## config.mk

```make
export PLATFORM = sky130hd
export DESIGN_NAME = gate_op_arbiter_flat
export DESIGN_NICKNAME = d
export VERILOG_FILES = /design/src/rtl/gate_op_arbiter_if.sv /design/src/rtl/gate_op_arbiter.sv /design/src/flat_wrapper.sv
export SDC_FILE = /design/constraint.sdc
export NUM_CORES = 1
export LEC_CHECK = 0
export CORE_UTILIZATION = 55
export DETAILED_ROUTE_END_ITERATION = 12
export DONT_BUFFER_PORTS = 1
export GPL_TIMING_DRIVEN = 0
export PLACE_DENSITY = 0.79
export SETUP_SLACK_MARGIN = 0.05
export SLEW_MARGIN = 20
export SYNTH_ARGS = -nofsm -noshare
export SYNTH_HDL_FRONTEND = slang
export SYNTH_SLANG_ARGS = --single-unit
export TNS_END_PERCENT = 30
```

## constraint.sdc

```tcl
create_clock -name clk -period 1.64 [get_ports clk]
set_input_delay 0 -clock clk [delete_from_list [all_inputs] [get_ports clk]]
set_output_delay 0 -clock clk [all_outputs]
set_load 0.01 [all_outputs]
```

## src/rtl/gate_op_arbiter_if.sv

```systemverilog
// Request/response bundle between NREQ clients and the shared gate unit.
// Carries resp_parity only when GATE_ARB_PARITY_EN is defined.
interface gate_op_arbiter_if #(
  parameter int NREQ  = 4,
  parameter int WIDTH = 8
);
  localparam int IDW = $clog2(NREQ);

  logic [NREQ-1:0]       req_valid;
  logic [NREQ-1:0]       req_ready;
  logic [2*NREQ-1:0]     req_op;
  logic [WIDTH*NREQ-1:0] req_a;
  logic [WIDTH*NREQ-1:0] req_b;
  logic                  resp_valid;
  logic                  resp_ready;
  logic [IDW-1:0]        resp_id;
  logic [WIDTH-1:0]      resp_y;
`ifdef GATE_ARB_PARITY_EN
  logic                  resp_parity;
`endif

  // Client side: requesters plus the response consumer.
  modport master (
    output req_valid, req_op, req_a, req_b, resp_ready,
    input  req_ready, resp_valid, resp_id, resp_y
`ifdef GATE_ARB_PARITY_EN
    , input resp_parity
`endif
  );

  modport slave (
    input  req_valid, req_op, req_a, req_b, resp_ready,
    output req_ready, resp_valid, resp_id, resp_y
`ifdef GATE_ARB_PARITY_EN
    , output resp_parity
`endif
  );
endinterface

```

## src/rtl/gate_op_arbiter.sv

```systemverilog
// Round-robin shared AND/OR/XOR/XNOR gate unit: IDLE (grant) -> EXEC -> RESP.
// Optional resp_parity output enabled by defining GATE_ARB_PARITY_EN.
module gate_op_arbiter #(
  parameter int NREQ  = 4,
  parameter int WIDTH = 8
) (
  input  logic                clk,
  input  logic                rst_n,
  gate_op_arbiter_if.slave    bus,
  output logic                busy
);
  localparam int IDW = $clog2(NREQ);

  typedef enum logic [1:0] {
    S_IDLE = 2'd0,
    S_EXEC = 2'd1,
    S_RESP = 2'd2
  } state_t;

  state_t           r_state;
  state_t           w_state_next;

  logic [IDW-1:0]   r_ptr;
  logic [IDW-1:0]   r_id;
  logic [1:0]       r_op;
  logic [WIDTH-1:0] r_a;
  logic [WIDTH-1:0] r_b;
  logic [IDW-1:0]   r_resp_id;
  logic [WIDTH-1:0] r_resp_y;
`ifdef GATE_ARB_PARITY_EN
  logic             r_resp_parity;
`endif

  logic [1:0]       w_op   [NREQ];
  logic [WIDTH-1:0] w_a    [NREQ];
  logic [WIDTH-1:0] w_b    [NREQ];
  logic [IDW-1:0]   w_cand [NREQ];
  logic             w_any;
  logic [IDW-1:0]   w_grant;
  logic             w_accept;
  logic             w_handshake;
  logic [WIDTH-1:0] w_y;

  // w_cand[k] is the k-th requester in priority order starting at r_ptr.
  genvar gi;
  generate
    for (gi = 0; gi < NREQ; gi++) begin : g_slice
      assign w_op[gi]   = bus.req_op[2*gi +: 2];
      assign w_a[gi]    = bus.req_a[WIDTH*gi +: WIDTH];
      assign w_b[gi]    = bus.req_b[WIDTH*gi +: WIDTH];
      assign w_cand[gi] = IDW'((32'(r_ptr) + gi) % NREQ);
    end
  endgenerate

  always_comb begin
    w_any   = 1'b0;
    w_grant = '0;
    for (int k = 0; k < NREQ; k++) begin
      if (!w_any && bus.req_valid[w_cand[k]]) begin
        w_any   = 1'b1;
        w_grant = w_cand[k];
      end
    end
  end

  assign w_accept    = (r_state == S_IDLE) && w_any;
  assign w_handshake = (r_state == S_RESP) && bus.resp_ready;

  always_comb begin
    unique case (r_op)
      2'b00:   w_y = r_a & r_b;
      2'b01:   w_y = r_a | r_b;
      2'b10:   w_y = r_a ^ r_b;
      default: w_y = ~(r_a ^ r_b);
    endcase
  end

  always_ff @(posedge clk or negedge rst_n) begin
    if (!rst_n) begin
      r_state <= S_IDLE;
    end else begin
      r_state <= w_state_next;
    end
  end

  always_comb begin
    w_state_next = r_state;
    unique case (r_state)
      S_IDLE:  if (w_any) w_state_next = S_EXEC;
      S_EXEC:  w_state_next = S_RESP;
      S_RESP:  if (bus.resp_ready) w_state_next = S_IDLE;
      default: w_state_next = S_IDLE;
    endcase
  end

  // rst_n gate keeps req_ready low while reset is held with requests pending.
  always_comb begin
    bus.req_ready = '0;
    if (w_accept && rst_n) bus.req_ready[w_grant] = 1'b1;
    bus.resp_valid = (r_state == S_RESP);
    busy           = (r_state != S_IDLE);
  end

  always_ff @(posedge clk or negedge rst_n) begin
    if (!rst_n) begin
      r_ptr     <= '0;
      r_id      <= '0;
      r_op      <= '0;
      r_a       <= '0;
      r_b       <= '0;
      r_resp_id <= '0;
      r_resp_y  <= '0;
`ifdef GATE_ARB_PARITY_EN
      r_resp_parity <= 1'b0;
`endif
    end else begin
      if (w_accept) begin
        r_id <= w_grant;
        r_op <= w_op[w_grant];
        r_a  <= w_a[w_grant];
        r_b  <= w_b[w_grant];
      end
      if (r_state == S_EXEC) begin
        r_resp_id <= r_id;
        r_resp_y  <= w_y;
`ifdef GATE_ARB_PARITY_EN
        r_resp_parity <= ^w_y;
`endif
      end
      // Pointer moves past the served requester only once its result drains.
      if (w_handshake) begin
        r_ptr <= (r_resp_id == IDW'(NREQ-1)) ? '0 : r_resp_id + 1'b1;
      end
    end
  end

  assign bus.resp_id = r_resp_id;
  assign bus.resp_y  = r_resp_y;
`ifdef GATE_ARB_PARITY_EN
  assign bus.resp_parity = r_resp_parity;
`endif

endmodule
```

## src/flat_wrapper.sv

```systemverilog
// flat-port wrapper written by rule: the top's interface ports become plain ports
module gate_op_arbiter_flat 
#(
  parameter int NREQ  = 4,
  parameter int WIDTH = 8
)
  (clk, rst_n, busy, bus_req_valid, bus_req_op, bus_req_a, bus_req_b, bus_resp_ready, bus_req_ready, bus_resp_valid, bus_resp_id, bus_resp_y);
  gate_op_arbiter_if #(.NREQ(NREQ), .WIDTH(WIDTH)) bus_i ();
  input  logic clk;
  input  logic rst_n;
  output logic busy;
  input wire logic [$bits(bus_i.req_valid)-1:0] bus_req_valid;
  input wire logic [$bits(bus_i.req_op)-1:0] bus_req_op;
  input wire logic [$bits(bus_i.req_a)-1:0] bus_req_a;
  input wire logic [$bits(bus_i.req_b)-1:0] bus_req_b;
  input wire logic [$bits(bus_i.resp_ready)-1:0] bus_resp_ready;
  output wire logic [$bits(bus_i.req_ready)-1:0] bus_req_ready;
  output wire logic [$bits(bus_i.resp_valid)-1:0] bus_resp_valid;
  output wire logic [$bits(bus_i.resp_id)-1:0] bus_resp_id;
  output wire logic [$bits(bus_i.resp_y)-1:0] bus_resp_y;
  assign bus_i.req_valid = bus_req_valid;
  assign bus_i.req_op = bus_req_op;
  assign bus_i.req_a = bus_req_a;
  assign bus_i.req_b = bus_req_b;
  assign bus_i.resp_ready = bus_resp_ready;
  assign bus_req_ready = bus_i.req_ready;
  assign bus_resp_valid = bus_i.resp_valid;
  assign bus_resp_id = bus_i.resp_id;
  assign bus_resp_y = bus_i.resp_y;
  gate_op_arbiter #(.NREQ(NREQ), .WIDTH(WIDTH)) u_core (.clk(clk), .rst_n(rst_n), .bus(bus_i), .busy(busy));
endmodule
```

# [Yosys cells after proc, flatten, opt, wreduce, memory -nomap -nowiden]
# Cells that the tools add are included.
[totals] romBits=0 inputBits=79 mem_bits_rw=0 output_inout_bits=16 n_memories=0 reg_bits=34 latchBits=0 wordCells=78
[classes] n_mul=0 magnitude_cmp=7 addsub=4 n_div=0 eq_ne=7 shift=0 mux=33 bitwise=5 reduce_logical=14
[op_table] operator="8-bit binary-select mux with 2-bit select" count=2
[op_table] operator="8-bit two-way mux" count=4
[op_table] operator="8-bit case mux with 3 select lines" count=1
[op_table] operator="2-bit two-way mux" count=9
[op_table] operator="2-bit by 3-bit < comparator with 1-bit output, second input constant" count=5
[op_table] operator="1-bit two-way mux" count=9
[op_table] operator="8-bit AND" count=1
[op_table] operator="1-bit binary-select mux with 2-bit select" count=4
[op_table] operator="8-bit NOT" count=1
[op_table] operator="8-bit bitwise OR" count=1
[op_table] operator="8-bit bitwise XOR" count=1
[op_table] operator="1-bit logical AND" count=7
[op_table] operator="2-bit equality test, second input constant" count=3
[op_table] operator="2-bit case mux with 3 select lines" count=1
[op_table] operator="2-bit by 1-bit adder with 2-bit output, second input constant" count=2
[op_table] operator="2-bit adder, second input constant" count=2
[op_table] operator="2-bit binary-select mux with 2-bit select" count=1
[op_table] operator="2-bit by 1-bit equality test with 1-bit output, second input constant" count=2
[op_table] operator="2-bit zero test" count=2
[op_table] operator="4-bit two-way mux" count=1
[op_table] operator="3-bit >= comparator, second input constant" count=1
[op_table] operator="1-bit zero test" count=3
[op_table] operator="2-bit NOT with 3-bit output" count=1
[op_table] operator="1-bit demux with 2-bit select" count=1
[op_table] operator="5 further kinds" count=5

# [Longest topological paths before layout]
[logic_depth] depth_word=17 ltp_mapped=8

# [Worst setup path before layout]
# OpenSTA, ideal clock, no wires.
[synth_timing] path_kind="reg-to-reg" startpoint="reg u_core.r_ptr[0]" endpoint="reg u_core.r_op[0]" path_slack_ps=27 setup_ps=121 path_stages_with_launch=8 arrival_time_ps=1492 path_cell_list="dfrtp_1 -> buf_4 -> nor2b_1 -> o21ai_2 -> nor2_4 -> buf_6 -> a221o_1 -> o22a_1"
[synth_via] elab_chain_cells=16
[synth_lines] element="from (decl)" line_no="gate_op_arbiter.sv:23" text="logic [IDW-1:0] r_ptr;"
[synth_lines] element="from (signal assigned)" line_no="gate_op_arbiter.sv:132" text="r_ptr <= (r_resp_id == IDW'(NREQ-1)) ? '0 : r_resp_id + 1'b1;"
[synth_lines] element="branches (longest 16 deep; another with 2-bit by 1-bit adder with 2-bit output)"
[synth_lines] element="to (signal assigned)" line_no="gate_op_arbiter.sv:119" text="r_op <= w_op[w_grant];"
[synth_lines] element="to (decl)" line_no="gate_op_arbiter.sv:25" text="logic [1:0] r_op;"
# Parallel ways; which one is timed is not known. The select of a mux whose other input is x is not followed.
# A chain may end at the register's enable or synchronous reset.

# [Final worst setup path]
[layout_timing] startpoint="reg u_core.r_ptr[1]" endpoint="reg u_core.r_op[1]"
# Same word-level chain as after synthesis.

==> results.md <==
* Result of the run: finished, violations left
* Failing checks: negative setup slack
* Pwr dens at 1910 mW/mm^2
* FF-to-FF Start: u_core.r_ptr[1]
* Largest net degree at the start of global routing at 35
* Die ar. at 0.00495 mm^2
* Hold slack at 0.00806 ns
* Register area at 851 um^2
* Sequential share of power at 0.239
* Clock Sinks at 34
* Total CTS buffers at 5
* Core Region at 0.00441 mm^2
* Worst Setup Start Kind: flop
* Vias post-DR at 2722
* Slowest-stage cell, CP: dfrtp_1
* Post-synth EDFFs at 0
* Largest family of logic cells by synthesized area: compound AO/OA/AOI/OAI gates
* Layout overhead on the synthesized area at 39.3%
* Synth Area in Adders at 0.0827
* Multi-input logic area at 0.00185 mm^2
* Main synth FF type: dfrtp_1
* Sequential-to-total area share from yosys stat at 0.331
* Global route total overflow at 0
* Worst vdd ir at 1.21 mV
* First-pass GRT wire length at 12.6 mm
* Vias per inst at 7.00
* Hold WC Path Type: input pin to flop
* CP delay by family, top: compound AO/OA/AOI/OAI gates
* GRT Overall Usage at 0.330
* Die Ht at 70.4 um
* Final Skew at 0.00732 ns
* Switching Share at 0.470
* Pre-CTS setup slack at -0.154 ns
* Net load switching power at 3210 uW
* Num rows at 24
* Final Net Count at 432
* Clock transition at the registers of the reported paths at 0.07 ns
* Combinational share of power at 0.665
* Fmax at 534 MHz
* Initial Util at 0.582
* Hold Path End: u_core.r_a[4]
* XOR/XNOR share of the synthesized area at 0.0273
* Vias in the first global route at 2551
* Worst Hold Path Cells at 2
* Setup Crit Path Kind: flop to flop
* Clock tree from TritonCTS: yes
* R2r setup slk at -0.23 ns
* Drt drc at 0
* Slew headroom at 0.666
* Reg2Reg Depth at 6
* Fin area at 0.00358 mm^2
* Clock root buffer: clkbuf_8
* Port Buffers at 0
* Synth top area share at 0.331
* Min Tclk post-route at 1.87 ns
* Crit-path max cell delay at 0.45 ns
* Worst Path Arrival at 2.09 ns
* Final Wtd Congestion at 0.834
* Post-Synth Simple-Gate Area at 0.133
* I/O Pins at 95
* Post-DP HPWL at 4.93 mm
* Initial DRC Count at 209
* Reg2reg end: u_core.r_op[1]
* Final Hold Fails at 0
* CP max FO at 8
* Hold path startpoint: bus_req_a[4]
* P_leak at 0.00152 uW
* WL final at 9.32 mm
* Cell internal pwr at 3620 uW
* Setup TNS at -2.58 ns
* Initial antenna violation count at 0
* Bufs and invs on worst path at 1
* Synth Cell Area at 0.00257 mm^2
* Antenna-violating nets left at 0
* H-tree levels at 2
* Synthesized instance count at 288
* RSZ-0062 raised after global routing: true
* Horiz. Die Dim at 70.4 um
* Final setup fails at 22
* Layout cells sized above 1 at 0.294
* Req. time, crit path at 1.86 ns
* Area after DPL at 0.00266 mm^2
* CP Cell Sequence: and3b_2 > o21a_1 > or2_1 > buf_6 > a21oi_1 > o22a_1
* Final slew viol count at 0
* Max-cap viol count at 0
* Clock tree buffer depth at 2
* Slew @ Worst Pin at 0.502 ns
* Post-synthesis compound-gate area fraction at 0.313
* Post-route clock period utilization at 1.14
* Syn Area/Cell at 8.93 um^2
* Net count after synthesis at 384
* # diodes at 0
* Mux contribution to synthesized area at 0.0209
* Dominant cell type by area after synthesis: dfrtp_1
* Number of synthesized register bits at 34
* Post-DR wirelength/cell at 24.0 um
* Filler cell count at 239
* Ranking of synthesized cells by area: dfrtp_1, ha_1, a221o_1
* Post-synth ARST share at 1.00
* Yosys Warn Count at 0
* First-pass DRT Iterations at 6
* Clock Power Share at 0.095
* Setup crit end kind: flop
* Post-synthesis cell type count at 45
* Clk_lat worst skew at 0.29 ns
* Final worst slack at -0.234 ns
[routing by layer]
metal	vias up	track usage	wire length [um]
met3	78	0.0722	882
li1	1169	-	-
met1	1248	0.389	3320
met5	-	0	0
met2	227	0.579	4400
met4	0	0.131	723
[how the worst max path moves through the flow]
stage	from	endpoint	slack [ns]	cells after the start
finish	u_core.r_ptr[1]	u_core.r_op[1]	-0.23	6
global route	u_core.r_ptr[1]	u_core.r_op[1]	-0.24	6
CTS	u_core.r_ptr[1]	u_core.r_a[7]	-0.04	7
detailed placement	u_core.r_ptr[1]	u_core.r_b[3]	-0.15	7
global placement	u_core.r_ptr[1]	u_core.r_b[5]	-0.15	7
floorplan	u_core.r_ptr[0]	u_core.r_op[0]	0.04	7
[cells by family (layout without fill, tap and decap cells)]
family | count (synthesis) | in the layout
AOI/OAI and AO/OA | 112 | 112
xor gates and xnor gates | 8 | 8
adders and majority gates | 17 | 17
buffers and inverters | 49 | 98
DFF | 34 | 34
muxes | 5 | 5
and+or+nand+nor | 63 | 63
[through the flow]
step,cells,power [uW],utilization
after floorplan,288,4230,-
after global placement,340,4800,0.603
after global routing,389,7280,0.812
after detailed placement,340,4910,0.603
after CTS,383,6200,0.774
final,389,6830,0.812
[power by group through the flow]
stage	clock network [uW]	registers, uW	logic, uW
3_3_place_gp	0	1590	3210
4_1_cts	647	1610	3940
6_report	652	1640	4540
3_5_place_dp	0	1610	3300
2_1_floorplan	0	1540	2690
5_1_grt	672	1680	4920
[layout by cell type, fill, tap and decap left out, drive strengths merged, types with 2 or more instances in the layout]
cell type,count
nand2,15
xnor2,2
o31ai,16
a22oi,3
buf,32
dfrtp,34
nand2b,4
dlygate4sd3,27
mux2i,2
nor2,12
xor2,6
mux2,3
a2bb2oi,13
nand3,5
a221o,15
a211oi,6
clkbuf,12
nor3,3
o21ai,21
nand4,15
o22a,2
nor2b,3
a21oi,28
inv,26
a32oi,3
ha,17
o21a,3
[flip-flops by register name, summed over array words and instances (netlist names)]
name	flops
u_core.r_op	2
u_core.bus.resp_id	2
u_core.r_ptr	2
u_core.r_id	2
u_core.r_a	8
u_core.r_state	2
u_core.bus.resp_y	8
u_core.r_b	8
[synthesized netlist by cell type, types with 4 or more instances]
library cell  number
a211oi_1           6
nand4_1           15
o31ai_1           16
clkbuf_1           5
xor2_1             6
a221o_1           15
nand2_1           15
inv_1             23
nand3_1            5
nand2b_1           4
a2bb2oi_1         13
buf_2              9
buf_4              5
nor2_1            11
o21ai_0           16
dfrtp_1           34
o21ai_2            4
a21oi_1           26
ha_1              17
[cell type report]
class | instances | area share
buffer | 23 | 0.0594
timing repair buffer | 41 | 0.117
tap | 52 | 0.0182
inverter | 26 | 0.0272
multi-input combinational | 205 | 0.515
sequential | 34 | 0.238
clock inverter | 1 | 0.00140
clock buffer | 7 | 0.0241
[repair_timing]
item                                   CTS  global route
setup buffers                            7             4
endpoints found under the hold margin   51             0
pin swaps                               33            13
cloned                                   0             2
setup endpoints to repair               22            31
gates resized for setup                 62            25
hold buffers                            28             0
No activity file was read; power rests on OpenSTA's default activity.
